## src/rtl/demux_stream_pkg.sv

```systemverilog
// demux_stream_pkg: shared FSM state type and statistics constants for demux_stream.
package demux_stream_pkg;

  typedef enum logic {
    ST_EMPTY = 1'b0,
    ST_FULL  = 1'b1
  } state_e;

  localparam int unsigned     STAT_W   = 16;
  localparam logic [STAT_W-1:0] STAT_MAX = 16'hFFFF;

endpackage

```

## src/rtl/demux_onehot.sv

```systemverilog
// demux_onehot: combinational select-to-one-hot decoder with enable.
// Output is all-zero when disabled or when sel addresses a non-existent channel.
module demux_onehot #(
  parameter int unsigned CHANNELS = 8,
  parameter int unsigned SEL_W    = $clog2(CHANNELS)
) (
  input  logic                en,
  input  logic [SEL_W-1:0]    sel,
  output logic [CHANNELS-1:0] onehot
);

  // Only channels 0..CHANNELS-1 can match, so out-of-range selects decode to zero.
  always_comb begin
    onehot = '0;
    for (int unsigned k = 0; k < CHANNELS; k++) begin
      if (en && (sel == SEL_W'(k))) begin
        onehot[k] = 1'b1;
      end
    end
  end

endmodule

```

## src/rtl/demux_stream.sv

```systemverilog
// demux_stream: registered 1-to-CHANNELS stream demultiplexer with valid/ready
// handshaking, sticky illegal-select flag and optional per-channel delivery
// counters (enabled by defining DEMUX_STREAM_STATS_EN).
module demux_stream
  import demux_stream_pkg::*;
#(
  parameter  int unsigned WIDTH    = 8,
  parameter  int unsigned CHANNELS = 8,
  localparam int unsigned SEL_W    = $clog2(CHANNELS)
) (
  input  logic                       clk,
  input  logic                       rst_n,
  input  logic                       in_valid,
  output logic                       in_ready,
  input  logic [WIDTH-1:0]           in_data,
  input  logic [SEL_W-1:0]           in_sel,
  output logic [CHANNELS-1:0]        out_valid,
  input  logic [CHANNELS-1:0]        out_ready,
  output logic [WIDTH-1:0]           out_data,
`ifdef DEMUX_STREAM_STATS_EN
  output logic                       sel_err,
  input  logic                       stat_clr,
  output logic [CHANNELS*STAT_W-1:0] stat_cnt
`else
  output logic                       sel_err
`endif
);

  state_e               state_q, state_d;
  logic [WIDTH-1:0]     data_q, data_d;
  logic [SEL_W-1:0]     sel_q, sel_d;
  logic                 sel_err_q, sel_err_d;

  logic [CHANNELS-1:0]  in_dec;
  logic [CHANNELS-1:0]  out_fire_vec;
  logic                 sel_legal;
  logic                 in_fire;
  logic                 out_fire;

  // Legality of the offered select: an out-of-range select decodes to all-zero.
  demux_onehot #(
    .CHANNELS (CHANNELS),
    .SEL_W    (SEL_W)
  ) u_in_dec (
    .en     (1'b1),
    .sel    (in_sel),
    .onehot (in_dec)
  );

  // Output valid vector: one-hot of the held select while a beat is held.
  demux_onehot #(
    .CHANNELS (CHANNELS),
    .SEL_W    (SEL_W)
  ) u_out_dec (
    .en     (state_q == ST_FULL),
    .sel    (sel_q),
    .onehot (out_valid)
  );

  // Handshake qualifiers; out_fire equals out_ready[sel_q] while FULL.
  always_comb begin
    sel_legal    = |in_dec;
    out_fire_vec = out_valid & out_ready;
    out_fire     = |out_fire_vec;
    in_ready     = (state_q == ST_EMPTY) || out_fire;
    in_fire      = in_valid && in_ready;
  end

  // Next-state: capture legal beats, drain on output transfer, flag illegal selects.
  always_comb begin
    state_d   = state_q;
    data_d    = data_q;
    sel_d     = sel_q;
    sel_err_d = sel_err_q;
    if (in_fire && !sel_legal) begin
      sel_err_d = 1'b1;
    end
    case (state_q)
      ST_EMPTY: begin
        if (in_fire && sel_legal) begin
          state_d = ST_FULL;
          data_d  = in_data;
          sel_d   = in_sel;
        end
      end
      ST_FULL: begin
        // in_fire implies out_fire here, so a legal input replaces the held beat.
        if (in_fire && sel_legal) begin
          data_d = in_data;
          sel_d  = in_sel;
        end else if (out_fire) begin
          state_d = ST_EMPTY;
        end
      end
      default: state_d = ST_EMPTY;
    endcase
  end

  // State and datapath registers; reset drops any held beat immediately.
  always_ff @(posedge clk or negedge rst_n) begin
    if (!rst_n) begin
      state_q   <= ST_EMPTY;
      data_q    <= '0;
      sel_q     <= '0;
      sel_err_q <= 1'b0;
    end else begin
      state_q   <= state_d;
      data_q    <= data_d;
      sel_q     <= sel_d;
      sel_err_q <= sel_err_d;
    end
  end

  assign out_data = data_q;
  assign sel_err  = sel_err_q;

`ifdef DEMUX_STREAM_STATS_EN
  logic [CHANNELS-1:0][STAT_W-1:0] cnt_q, cnt_d;

  // Per-channel delivery counters: saturate at STAT_MAX, clear has priority.
  always_comb begin
    cnt_d = cnt_q;
    for (int unsigned k = 0; k < CHANNELS; k++) begin
      if (stat_clr) begin
        cnt_d[k] = '0;
      end else if (out_fire_vec[k] && (cnt_q[k] != STAT_MAX)) begin
        cnt_d[k] = cnt_q[k] + STAT_W'(1);
      end
    end
  end

  // Counter registers.
  always_ff @(posedge clk or negedge rst_n) begin
    if (!rst_n) begin
      cnt_q <= '0;
    end else begin
      cnt_q <= cnt_d;
    end
  end

  assign stat_cnt = cnt_q;
`endif

endmodule

```

## config.mk

```make
export PLATFORM = sky130hd
export DESIGN_NAME = demux_stream
export DESIGN_NICKNAME = d
export VERILOG_FILES = /design/src/rtl/demux_stream_pkg.sv /design/src/rtl/demux_onehot.sv /design/src/rtl/demux_stream.sv
export SDC_FILE = /design/constraint.sdc
export NUM_CORES = 1
export LEC_CHECK = 0
export CAP_MARGIN = 20
export CORE_MARGIN = 2
export CORE_UTILIZATION = 39
export CTS_BUF_LIST = sky130_fd_sc_hd__clkbuf_8
export DETAILED_ROUTE_END_ITERATION = 7
export PLACE_DENSITY = 0.91
export SYNTH_ARGS = -nofsm -noshare
export SYNTH_HDL_FRONTEND = slang
export SYNTH_SLANG_ARGS = --single-unit
```

## constraint.sdc

```tcl
create_clock -name clk -period 3.3 [get_ports clk]
set_input_delay 0.66 -clock clk [delete_from_list [all_inputs] [get_ports clk]]
set_output_delay 0.66 -clock clk [all_outputs]
set_load 0.1 [all_outputs]
```

==> impl_metrics.env <==
export IMPL_status="finished clean"
export IMPL_final_cell_mix="21 x clkdlybuf4s50_1, 17 x buf_4, 13 x dfrtp_1"
export IMPL_drtPass1Iterations=1
export IMPL_layout_nets=114
export IMPL_cts_buffer_depth=2
export IMPL_hold_end="sel_err"
export IMPL_period_minus_slack_ns=2.936
export IMPL_postRouteAntennaNets=0
export IMPL_track_usage_pct=17.94
export IMPL_holdCritStartpoint="sel_err"
export IMPL_crit_type="input port to output port"
export IMPL_cts_sinks=13
export IMPL_rsz0062_at_grt="no"
export IMPL_start_util_pct=41.34
export IMPL_clkLatencyLatePin_ns=0.24
export IMPL_crit_slowest_cell="mux4_1"
export IMPL_io_pins=40
export IMPL_fin_setup_tns_ns=0
export IMPL_path_clk_slew_ns=0.05
export IMPL_finalClockSkew_ns=0.005563
export IMPL_crit_arrival_ns=2.28
export IMPL_r2r_slack_ns=1.23
export IMPL_drt_iter0_drc=0
export IMPL_r2r_end="out_data[7]"
export IMPL_period_share_pct=88.98
export IMPL_cpPeakStageDelay_ns=0.53
export IMPL_die_w_um=43.73
export IMPL_layout_drive_gt1_share_pct=39.56
export IMPL_h_tree_depth=1
export IMPL_max_freq_mhz=340.6
export IMPL_worst_slack_ns=0.3638
export IMPL_drcViolationCount=0
export IMPL_core_um2=1489
export IMPL_dp_cells=103
export IMPL_final_common_cell="clkdlybuf4s50_1"
export IMPL_hp_class="flip-flop to flip-flop"
export IMPL_yosys_warnings=0
export IMPL_setup_viol=0
export IMPL_die_h_um=43.73
export IMPL_dpl_hpwl_um=1148
export IMPL_min_path_cells=0
export IMPL_crit_path_start_kind="input port"
export IMPL_vias_per_cell=5.075
export IMPL_crit_chain="clkdlybuf4s50_1 > mux4_1 > and2_4 > or2_2 > buf_12"
export IMPL_overflow=0
export IMPL_wirelength_um=1416
export IMPL_post_cts_buffers=0
export IMPL_hold_viol=0
export IMPL_numCtsBuffers=3
export IMPL_instances_no_fill=107
export IMPL_postSynthAreaPerCell_um2=12.56
export IMPL_reg2reg_from="sel_q[0]"
export IMPL_critPathRequiredTime_ns=2.64
export IMPL_grt_pass1_wl_um=2484
export IMPL_post_place_ws_ns=0.3639
export IMPL_synthDistinctLibCells=17
export IMPL_cts_tree="built"
export IMPL_cap_viol_max_count=0
export IMPL_relSlewSlack_pct=62.49
export IMPL_hold_buffers=0
export IMPL_port_buffers=39
export IMPL_root_buffer="clkbuf_8"
export IMPL_fin_util_pct=69.83
export IMPL_die_area_um2=1912
export IMPL_worst_pin_slew_ns=0.5610
export IMPL_wl_per_cell_um=13.23
export IMPL_grt_pass1_vias=608
export IMPL_path_buf_inv=2
export IMPL_grt_max_degree=14
export IMPL_syn_inst=49
export IMPL_antenna_found_initial=0
export IMPL_r2r_cells=4
export IMPL_synth_seq_area_share_pct=52.85
export IMPL_num_vias=543
export IMPL_end_kind="output port"
export IMPL_core_rowCount=14
export IMPL_netlist_area_um2=615.6
export IMPL_area_delta_synth_final_pct=68.90
export IMPL_syn_nets=71
export IMPL_ys_ff_latch=13
export IMPL_path_max_fanout=2
export IMPL_num_antenna_cells=0
export IMPL_ctsResizeCount=0
export IMPL_gp_congestion=0.7581
export IMPL_critPathTopFamily="buffers and inverters"
export IMPL_slew_viol_final=0
layer usage:
metal	track usage, %	wire (um)	share of wire [%]	vias to the layer above
met4	9.091	6	0.42	0
met1	17.12	511	36	251
li1	-	-	-	259
met2	33.82	739	52	31
met3	5.417	159	11	2
met5	0	0	0	-
metrics by stage:
stage	cell area [um^2]	hold WS (ns)
after detailed placement	994.7	0.3664
after global placement	994.7	0.3665
final	1040	0.3791
after floorplan	620.6	0.3644
after global routing	1040	0.3998
after CTS	1040	0.3839
how the worst max path moves through the flow:
stage	slack (ns)	endpoint	start	depth (start not counted)
after global routing	0.32	in_ready	out_ready[1]	5
after floorplan	0.07	out_valid[4]	sel_q[2]	2
after detailed placement	0.36	in_ready	out_ready[1]	5
final	0.36	in_ready	out_ready[1]	5
after global placement	0.41	in_ready	out_ready[1]	5
after CTS	0.36	in_ready	out_ready[1]	5
area by class of cell:
cell class,instances,area (um^2)
sequential,13,325.3
tap,16,20.02
fill,117,449.2
inverter,1,3.754
clock inverter,1,3.754
multi-input combinational,34,287.8
clock buffer,3,41.29
timing repair buffer,39,357.8
logic make-up after synthesis:
family	share of synthesized area, %
buf+inv	1.218
simple gates	14.03
mux	25.81
flops	52.85
compound gates	6.098
flip-flops by register name (all words and copies together), names as in the netlist:
name	flops
sel_q	3
out_data	8
state_q	1
sel_err	1
cells in the mapped netlist (all sizes together):
| cell | n | share of area (%) |
|---|---|---|
| o21ai | 1 | 2.6 |
| or2 | 1 | 1.0 |
| dfrtp | 13 | 53 |
| o221ai | 1 | 1.4 |
| mux2 | 10 | 18 |
| mux4 | 1 | 4.3 |
| mux2i | 2 | 3.3 |
| nor2 | 6 | 3.7 |
| inv | 1 | 0.61 |
| nand2b | 3 | 3.0 |
| clkbuf | 1 | 0.61 |
| a21oi | 1 | 0.81 |
| nand2 | 3 | 1.8 |
| and2 | 1 | 1.4 |
| or2b | 1 | 1.4 |
| o211ai | 1 | 1.2 |
| nor3 | 2 | 1.6 |
Power is not shown: default switching activity piles up to over one toggle a cycle in this logic, so the estimate is an artifact.
